File: src/rtl/tpg2_pkg.sv
// tpg2_pkg: pattern mode encodings and colour-bar table for the tpg2 test pattern generator.
package tpg2_pkg;
  typedef enum logic [1:0] {
    MODE_SOLID = 2'd0,
    MODE_RAMP  = 2'd1,
    MODE_BARS  = 2'd2,
    MODE_CHECK = 2'd3
  } modeT;
  // {R,G,B} on/off per bar, bar 0 (white) in the low bits, bar 7 (black) in the high bits
  localparam logic [23:0] BAR_TAB = 24'b000_001_100_101_010_011_110_111;
  function automatic logic [2:0] barBits(input logic [2:0] idx);
    return BAR_TAB[idx*3 +: 3];
  endfunction
endpackage

File: src/rtl/tpg2_timing.sv
// tpg2_timing: h/v counters, frame-boundary latching of en/mode, frame count and raw sync/active decode.
module tpg2_timing
  import tpg2_pkg::*;
#(
  parameter int H_BITS  = 12,
  parameter int V_BITS  = 12,
  parameter int SQ_LOG2 = 3,
  parameter int FC_BITS = 8
) (
  input  logic               clk,
  input  logic               rst_n,
  input  logic               en,
  input  logic [1:0]         mode,
  input  logic [H_BITS-1:0]  tHS_START,
  input  logic [H_BITS-1:0]  tHS_END,
  input  logic [H_BITS-1:0]  tHACT_START,
  input  logic [H_BITS-1:0]  tHACT_END,
  input  logic [H_BITS-1:0]  tH_END,
  input  logic [V_BITS-1:0]  tVS_START,
  input  logic [V_BITS-1:0]  tVS_END,
  input  logic [V_BITS-1:0]  tVACT_START,
  input  logic [V_BITS-1:0]  tVACT_END,
  input  logic [V_BITS-1:0]  tV_END,
  output logic [H_BITS-1:0]  x,
  output logic               yBit,
  output logic               hsRaw,
  output logic               vsRaw,
  output logic               act,
  output logic               sofRaw,
  output logic               eolRaw,
  output modeT               modeL,
  output logic [FC_BITS-1:0] frameCnt
);
  logic [H_BITS-1:0] h;
  logic [V_BITS-1:0] v, y;
  logic enL, lineEnd, frameEnd;
  assign lineEnd  = h == tH_END;
  assign frameEnd = enL && lineEnd && v == tV_END;
  always_ff @(posedge clk) begin
    if (!rst_n) begin
      h        <= '0;
      v        <= '0;
      enL      <= 1'b0;
      modeL    <= MODE_SOLID;
      frameCnt <= '0;
    end else begin
      // while idle the latch stays open so en is picked up on any cycle
      if (!enL || frameEnd) begin
        enL   <= en;
        modeL <= modeT'(mode);
      end
      if (!enL) begin
        h <= '0;
        v <= '0;
      end else begin
        h <= lineEnd ? '0 : h + 1'b1;
        if (lineEnd) v <= (v == tV_END) ? '0 : v + 1'b1;
      end
      if (frameEnd) frameCnt <= frameCnt + 1'b1;
    end
  end
  always_comb begin
    x      = h - tHACT_START;
    y      = v - tVACT_START;
    yBit   = y[SQ_LOG2];
    hsRaw  = enL && h >= tHS_START && h < tHS_END;
    vsRaw  = enL && v >= tVS_START && v < tVS_END;
    act    = enL && h >= tHACT_START && h < tHACT_END && v >= tVACT_START && v < tVACT_END;
    sofRaw = act && x == '0 && y == '0;
    eolRaw = act && h == tHACT_END - 1'b1;
  end
endmodule

File: src/rtl/tpg2.sv
// tpg2: video test pattern generator with solid, ramp, colour-bar and checker modes.
module tpg2
  import tpg2_pkg::*;
#(
  parameter int PW      = 8,
  parameter int H_BITS  = 12,
  parameter int V_BITS  = 12,
  parameter int SQ_LOG2 = 3,
  parameter int FC_BITS = 8
) (
  input  logic               clk,
  input  logic               rst_n,
  input  logic               en,
  input  logic [1:0]         mode,
  input  logic [3*PW-1:0]    solid_rgb,
  input  logic [H_BITS-1:0]  bar_w,
  input  logic               hs_pol,
  input  logic               vs_pol,
  input  logic [H_BITS-1:0]  tHS_START,
  input  logic [H_BITS-1:0]  tHS_END,
  input  logic [H_BITS-1:0]  tHACT_START,
  input  logic [H_BITS-1:0]  tHACT_END,
  input  logic [H_BITS-1:0]  tH_END,
  input  logic [V_BITS-1:0]  tVS_START,
  input  logic [V_BITS-1:0]  tVS_END,
  input  logic [V_BITS-1:0]  tVACT_START,
  input  logic [V_BITS-1:0]  tVACT_END,
  input  logic [V_BITS-1:0]  tV_END,
  output logic               hs,
  output logic               vs,
  output logic               vld,
  output logic [3*PW-1:0]    rgb,
  output logic               sof,
  output logic               eol,
  output logic [FC_BITS-1:0] frame_cnt
);
  logic [H_BITS-1:0] x, barCnt, cntN;
  logic yBit, hsRaw, vsRaw, act, sofRaw, eolRaw, wrap;
  logic [2:0] barIdx, idxE, bb;
  logic [3*PW-1:0] pix, barRgb;
  modeT modeL;
  tpg2_timing #(.H_BITS(H_BITS), .V_BITS(V_BITS), .SQ_LOG2(SQ_LOG2), .FC_BITS(FC_BITS)) uTiming (
    .clk(clk), .rst_n(rst_n), .en(en), .mode(mode),
    .tHS_START(tHS_START), .tHS_END(tHS_END), .tHACT_START(tHACT_START), .tHACT_END(tHACT_END), .tH_END(tH_END),
    .tVS_START(tVS_START), .tVS_END(tVS_END), .tVACT_START(tVACT_START), .tVACT_END(tVACT_END), .tV_END(tV_END),
    .x(x), .yBit(yBit), .hsRaw(hsRaw), .vsRaw(vsRaw), .act(act), .sofRaw(sofRaw), .eolRaw(eolRaw),
    .modeL(modeL), .frameCnt(frame_cnt)
  );
  // the first active pixel of a line restarts the bar counter without needing a separate clear
  always_comb begin
    idxE   = (x == {H_BITS{1'b0}}) ? 3'd0 : barIdx;
    cntN   = ((x == {H_BITS{1'b0}}) ? {H_BITS{1'b0}} : barCnt) + 1'b1;
    wrap   = cntN >= bar_w;
    bb     = barBits(idxE);
    barRgb = {{PW{bb[2]}}, {PW{bb[1]}}, {PW{bb[0]}}};
    pix    = modeL == MODE_SOLID ? solid_rgb :
             modeL == MODE_RAMP  ? {3{x[PW-1:0]}} :
             modeL == MODE_BARS  ? barRgb :
             {3*PW{x[SQ_LOG2] ^ yBit ^ frame_cnt[0]}};
  end
  always_ff @(posedge clk) begin
    if (!rst_n) begin
      hs     <= ~hs_pol;
      vs     <= ~vs_pol;
      vld    <= 1'b0;
      sof    <= 1'b0;
      eol    <= 1'b0;
      rgb    <= '0;
      barIdx <= '0;
      barCnt <= '0;
    end else begin
      hs  <= hsRaw ^ ~hs_pol;
      vs  <= vsRaw ^ ~vs_pol;
      vld <= act;
      sof <= sofRaw;
      eol <= eolRaw;
      rgb <= act ? pix : '0;
      if (act) begin
        barIdx <= !wrap ? idxE : (idxE == 3'd7 ? idxE : idxE + 3'd1);
        barCnt <= wrap ? '0 : cntN;
      end
    end
  end
endmodule

File: config.mk
export PLATFORM = sky130hd
export DESIGN_NAME = tpg2
export DESIGN_NICKNAME = d
export VERILOG_FILES = /design/src/rtl/tpg2_pkg.sv /design/src/rtl/tpg2_timing.sv /design/src/rtl/tpg2.sv
export SDC_FILE = /design/constraint.sdc
export NUM_CORES = 1
export LEC_CHECK = 0
export ABC_AREA = 1
export CORE_MARGIN = 5
export CORE_UTILIZATION = 45
export CTS_CLUSTER_DIAMETER = 150
export DETAILED_ROUTE_END_ITERATION = 8
export GPL_TIMING_DRIVEN = 0
export PLACE_DENSITY = 0.82
export SLEW_MARGIN = 20
export SYNTH_ARGS = -nofsm -noshare
export SYNTH_HDL_FRONTEND = slang
export SYNTH_SLANG_ARGS = --single-unit
File: constraint.sdc
create_clock -name clk -period 4.5 [get_ports clk]
set_input_delay 1.125 -clock clk [delete_from_list [all_inputs] [get_ports clk]]
set_output_delay 1.125 -clock clk [all_outputs]
set_load 0.01 [all_outputs]
; ---- Word-level counts from Yosys, hierarchy flattened
; Cells that the tools add are included.
[word_totals]
reg_bits = 79
in_bits = 163
out_inout_bits = 37
elab_cells = 78
[classes]
addsub = 8
n_mul = 1
magnitude_cmp = 9
n_eq_ne = 6
shift = 1
mux = 11
bitwise = 8
reduce_logical = 21
[ops]
columns = cell, count
row1 = 24-bit 2-to-1 mux, 3
row2 = 12-bit greater-or-equal comparator, 5
row3 = 12-bit < comparator, 4
row4 = 12-bit by 1-bit adder with 12-bit output (second input constant), 3
row5 = 12-bit equality test, 3
row6 = 12-bit 2-to-1 mux, 3
row7 = 12-bit logical NOT, 2
row8 = 24-bit by 6-bit variable part select with 3-bit output (first input constant), 1
row9 = 12-bit subtractor, 2
row10 = 1-bit logical AND, 13
row11 = 12-bit by 1-bit subtractor with 12-bit output (second input constant), 1
row12 = 3-bit 2-to-1 mux, 3
row13 = 8-bit by 1-bit adder with 8-bit output (second input constant), 1
row14 = 3-bit by 2-bit multiplier with 5-bit output (second input constant), 1
row15 = 1-bit NOT, 4
row16 = 2-bit AND reduction, 2
row17 = 1-bit bitwise XOR, 4
row18 = 3-bit by 1-bit adder with 3-bit output (second input constant), 1
row19 = 3-bit equality test (second input constant), 1
row20 = 3-bit OR reduction, 1
row21 = 2-bit by 1-bit equality test with 1-bit output (second input constant), 1
row22 = 2-bit equality test (second input constant), 1
row23 = 2-bit logical NOT, 1
row24 = 1-bit 2-to-1 mux, 2
row25 = 2 further kinds, 2

; ---- Depth between registers and ports, before layout
; Gate-level depths: netlist (run 1).
[depth]
word_depth = 8
ltp_mapped = 34
ltp_nobuf = 34

; ---- By module
; From an unflattened synthesis (run 1), not the netlist that was laid out.
[hier_totals]
hier_cells = 1290
area_unflattened_um2 = 8205.4
[modules_own_cells]
columns = mod, n_inst, cells_each, area_each_um2, seq_area_each_um2
row1 = tpg2_timing, 1, 938, 5701.7, 700.7
row2 = tpg2, 1, 352, 2503.7, 880.8

; ---- Worst setup path before layout (run 1)
; No wires, ideal clock.
[synth_path]
path_type = input to register
from = input port tHACT_START[0]
to = register barCnt[0]
setup_time_ns = 0.073
t_arrival_ns = 4.679
required_ns = 4.427
path_slack_ns = -0.252
cell_stages = 33
n_path_buf = 1
cell_sequence = ha_1 > fa_1 > inv_1 > nand2_1 > nand2_1 > nand3_1 > nand2_1 > nand2_1 > nand2_1 > nand2_1 > nand2_1 > nor2_1 > nand2_1 > nor2_4 > nor2_1 > ha_1 > nand4_2 > nor2_4 > nand3_1 > and2_1 > ha_1 > nand2_1 > nor2_1 > a211oi_1 > nand2_1 > nand3_1 > nand2_1 > nand2_1 > nand2_1 > nor2_1 > buf_4 > o21ai_0 > a21oi_1
[synth_between]
elab_chain_len = 6
elab_cells_between_ends = 11
classes_between = 2 x add/sub / 2 x order compare / 2 x mux / 5 x reduce/logical
[synth_rtl]
columns = element, line_no
row1 = from (decl), tpg2.sv:21  ; input logic [H_BITS-1:0] tHACT_START,
row2 = 12-bit subtractor, tpg2_timing.sv:63  ; x = h - tHACT_START;
row3 = 12-bit logical NOT, tpg2.sv:52  ; cntN = ((x == {H_BITS{1'b0}}) ? {H_BITS{1'b0}} : barCnt) + 1'b1;
row4 = 12-bit 2-to-1 mux, tpg2.sv:52
row5 = 12-bit by 1-bit adder with 12-bit output, tpg2.sv:52
row6 = 12-bit greater-or-equal comparator, tpg2.sv:53  ; wrap = cntN >= bar_w;
row7 = 12-bit 2-to-1 mux, tpg2.sv:80  ; barCnt <= wrap ? '0 : cntN;
row8 = to (signal assigned), tpg2.sv:80
row9 = to (decl), tpg2.sv:37  ; logic [H_BITS-1:0] x, barCnt, cntN;
; Parallel ways exist; a longest one is shown, timed or not.
; A chain may end at the register's enable or synchronous reset.

; ---- Worst setup path in the final report (run 1)
[layout_path]
from = input port tHACT_START[4]
to = register sof
[layout_between]
elab_chain_len = 7
elab_cells_between_ends = 9
classes_between = 1 x add/sub / 1 x order compare / 7 x reduce/logical
[layout_rtl]
columns = element, line_no
row1 = branches (longest 5 deep; another with 12-bit subtractor), n/a
row2 = 1-bit logical AND * (2 in series), tpg2_timing.sv:69  ; sofRaw = act && x == '0 && y == '0;
row3 = to (signal assigned), tpg2.sv:75  ; sof <= sofRaw;
row4 = to (decl), tpg2.sv:33  ; output logic sof,
; Every way passes the cells marked *.

==> reports/results.tsv, run 1 <==
stage	metric	value	unit
outcome	outcome	finished, violations left	
outcome	failing checks	setup timing	
clocking	CTS tree	built	
yosys	FFs w/ async S/R, synth	0	%
clocking	Sink Count	79	
timing	Clock Skew	12.2	ps
grt	vias in the first global route	8324	
timing	Slew Limit Headroom	60.1	%
yosys	EDFF count, synth	0	
power_and_ir_drop	P per Cell Area	180	nW/µm²
yosys	Mean Syn Cell Area	6.67	µm²
timing	Tightest Pin Transition	598	ps
timing	Hold Vio Cnt, Final	0	
setup_path	Data required, critical path	4740	ps
timing	fmax	213	MHz
detailed_routing	Routed WL per cell	14.6	µm
final_layout	antenna diode count	0	
die	io pins	200	
power_and_ir_drop	Clk network pwr share	42.9	%
setup_path	crit path launch	tHACT_START[4]	
die	area of the core	16500	µm²
die	die area	19400	µm²
grt	All-Layer GR Usage	24.0	%
grt	initial antenna violation count	0	
run	max-cap violations	0	
setup_path	Reg2Reg Depth	30	
power_and_ir_drop	worst vdd ir	0.000177	V
power_and_ir_drop	LEAKAGE	5.41	nW
setup_path	worst r2r src	uTiming.h[0]	
timing	TNS Setup	-1240	ps
setup_path	Critical Path End Type	register	
final_layout	share of cells above drive strength 1	16.0	%
clocking	clk buf depth	2	
die	row cnt	47	
timing	final worst path period need	4700	ps
timing	fin. max-slew vios	0	
timing	Setup Viol. Count Final	15	
setup_path	RR Endpoint	barCnt[6]	
final_layout	post-layout util	68.2	%
setup_path	register-to-register setup slack	160	ps
power_and_ir_drop	Sw Share	26.3	%
clocking	clk root buf	clkbuf_16	
final_layout	area delta synth->final	49.4	%
setup_path	critical path type	in2reg	
min_path	hold path start	barIdx[1]	
setup_path	CP Buf/Inv Count	22	
placed_design	dpl ws	-922	ps
placed_design	DP Area	9820	µm²
final_layout	Post-Layout Cell Count	1641	
timing	unrepaired setup endpoints after global routing	yes	
power_and_ir_drop	Gate power share	22.0	%
yosys	Main synth FF type	dfxtp_1	
setup_path	critical path arrival	4940	ps
clocking	H-tree depth	3	
min_path	Hold WC Path Type	reg2reg	
detailed_routing	routed via count	8470	
power_and_ir_drop	cell-internal power	1.48	mW
clocking	Worst-Skew Late Latency	350	ps
grt	first-pass GRT wire length	38900	µm
final_layout	post-route cell area	11200	µm²
detailed_routing	DRC errors left	0	
grt	largest net degree at the start of global routing	15	
yosys	Distinct cells, synth	51	
final_layout	fill count	1343	
detailed_routing	antenna viol nets, final	0	
die	Die Span X	139	µm
placed_design	Post-Place Cells	1546	
setup_path	crit start category	primary input	
placed_design	hpwl dp	17000	µm
detailed_routing	Vias/cell	5.16	
yosys	syn_nets	1403	
yosys	#FFs+latches synth	79	
clocking	clock slew at reported path FFs	60	ps
setup_path	Worst path slowest cell	ha_4	
detailed_routing	DRT Wirelength	24000	µm
die	initial core utilization	45.6	%
detailed_routing	DR iter-0 viols	494	
timing	WHS	463	ps
min_path	Hold Path Sink	barIdx[1]	
yosys	post-synthesis cell area	7510	µm²
power_and_ir_drop	Total Power	2.01	mW
die	die height	139	µm
setup_path	most used cell, CP	buf_4	
yosys	synthesized instance count	1127	
final_layout	Post-layout nets	1692	
detailed_routing	DRT Pass-1 Iters	8	
setup_path	Critical Path Max Stage Delay	300	ps
grt	total gr overflow	0	
placed_design	PortBufs	199	
power_and_ir_drop	NetSw	530	µW
power_and_ir_drop	sequential share of power	35.2	%
yosys	Ys Warns	0	
setup_path	cell family with most CP delay	buffers and inverters	
timing	worst setup margin	-195	ps
min_path	hold path depth	2	
setup_path	Worst Path Max Fanout	4	
timing	Final period util	104	%
placed_design	gpl congestion	0.905	
yosys	sequential fraction of the synthesis area	21.1	%
clocking	total CTS buffers	9	
cell families after synthesis:
family / count (synthesis) / synth area share [%]
flops: 79 / 21.1
compound gates: 198 / 15.0
simple gates: 448 / 26.6
buf+inv: 239 / 12.3
xor+xnor: 50 / 6.03
fa+ha+maj: 113 / 19.0
registers in the layout (all words and copies together) (netlist names), 2 cells and up:
register,cells
barCnt,12
barIdx,3
uTiming.modeL,2
rgb,24
uTiming.h,12
uTiming.frameCnt,8
uTiming.v,12
Yosys cell counts (2+ instances only):
cell / count / area [µm²]
clkbuf_1: 5 / 18.8
nand2_1: 223 / 837
o21a_1: 7 / 52.6
buf_4: 2 / 15.0
a21boi_0: 5 / 37.5
nor3_1: 19 / 95.1
clkinv_1: 2 / 7.51
a211oi_1: 7 / 52.6
nand3b_1: 5 / 37.5
a21oi_1: 87 / 435
a21o_1: 2 / 15.0
nand3_2: 4 / 40.0
o211ai_1: 8 / 60.1
nand2_2: 7 / 43.8
fa_1: 2 / 40.0
xnor2_1: 16 / 140
dfxtp_1: 79 / 1580
nor3b_1: 3 / 22.5
o21ai_0: 53 / 265
or2_2: 3 / 18.8
a221oi_1: 2 / 17.5
nor2_1: 83 / 312
nor2_2: 3 / 18.8
a31oi_1: 12 / 75.1
or2_1: 2 / 12.5
o21bai_1: 2 / 15.0
nor2_4: 4 / 45.0
o21ai_1: 4 / 20.0
and2_1: 6 / 37.5
nand4_1: 17 / 106
buf_2: 3 / 15.0
xor2_1: 32 / 280
inv_1: 224 / 841
o2111ai_1: 4 / 35.0
ha_1: 111 / 1390
nand3_1: 60 / 300
nor4_1: 4 / 25.0
and3_1: 2 / 12.5
layout make-up:
type,count,area (µm²),area share (%)
multi-input cells,809,5490,49.0
repair buffers,278,2590,23.1
flip-flops and latches,79,1580,14.1
inverters,227,852,7.59
well taps,220,275,2.45
clock buffers,10,229,2.04
clock inverters,6,116,1.04
plain buffers,12,82.6,0.736
worst register-to-register path: cells and delay by family, from the launching register on:
kind | cells | cell delay, ps
buffers and inverters | 5 | 740
AOI/OAI and AO/OA | 2 | 310
DFF | 1 | 390
adders and majority gates | 3 | 810
and+or+nand+nor | 19 | 1710
xor gates and xnor gates | 1 | 290
placed cells by master (no fill, tap or decap), types with 4 or more instances in the layout:
cell	synthesis	final
nand2_2	7	29
nor2_1	83	70
nand3_1	60	45
nor4_1	4	4
o21ai_1	4	5
a21oi_2	0	8
inv_2	1	14
buf_4	2	76
nand4_1	17	17
xnor2_1	16	16
nand2_4	1	9
o211ai_1	8	8
o21ai_0	53	50
buf_6	1	6
a21boi_0	5	5
dlygate4sd2_1	0	9
nor2_4	4	11
nor3_1	19	19
nand3b_1	5	5
nor2_2	3	9
o2111ai_1	4	4
a31oi_1	12	12
and2_1	6	5
dfxtp_1	79	79
a211oi_1	7	7
clkbuf_1	5	6
ha_4	0	13
a21oi_1	87	79
clkbuf_16	0	9
inv_1	224	211
nand3_2	4	18
xor2_1	32	32
ha_1	111	98
clkdlybuf4s50_1	0	188
nand2_1	223	193
o21a_1	7	7
power by group through the flow:
stage / combinational (mW) / sequential [mW] / clock (mW)
detailed placement: 0.388 / 0.724 / 0
finish: 0.443 / 0.708 / 0.864
CTS: 0.429 / 0.708 / 0.877
floorplan: 0.189 / 0.723 / 0
global route: 0.490 / 0.709 / 0.903
global placement: 0.381 / 0.724 / 0
repair_timing:
item	in CTS	in global routing
pin swaps	61	25
setup endpoints to repair	15	16
setup buffers	76	3
gates cloned	1	0
hold buffers	0	0
resized for setup	102	29
how the worst max path moves through the flow:
| stage | end | slack [ps] | cells past startpoint |
|---|---|---|---|
| after floorplan | barCnt[0] | 20 | 33 |
| after global placement | barCnt[0] | -850 | 34 |
| after detailed placement | barCnt[0] | -920 | 34 |
| after CTS | barCnt[6] | -60 | 34 |
| after global routing | barCnt[4] | -380 | 30 |
| final | sof | -200 | 33 |
per-layer routing:
metal  global-route usage, %  up-vias  share of wire, %
li1                        -     4261                 -
met1                    28.4     3798                41
met2                    42.5      337                48
met3                    5.52       74               7.6
met4                    8.65        0               3.4
met5                       0        -                 0
Note: power is estimated with default switching activity, not from simulation.
==> run 2: changes to the inputs <==
--- a/config.mk
+++ b/config.mk
@@ -9,6 +9,7 @@
 export CORE_MARGIN = 5
 export CORE_UTILIZATION = 45
 export CTS_CLUSTER_DIAMETER = 150
+export CTS_CLUSTER_SIZE = 30
 export DETAILED_ROUTE_END_ITERATION = 8
 export GPL_TIMING_DRIVEN = 0
 export PLACE_DENSITY = 0.82
==> results of run 2 <==
Same layout as run 1: the final DEF is identical, and so are final timing and power.
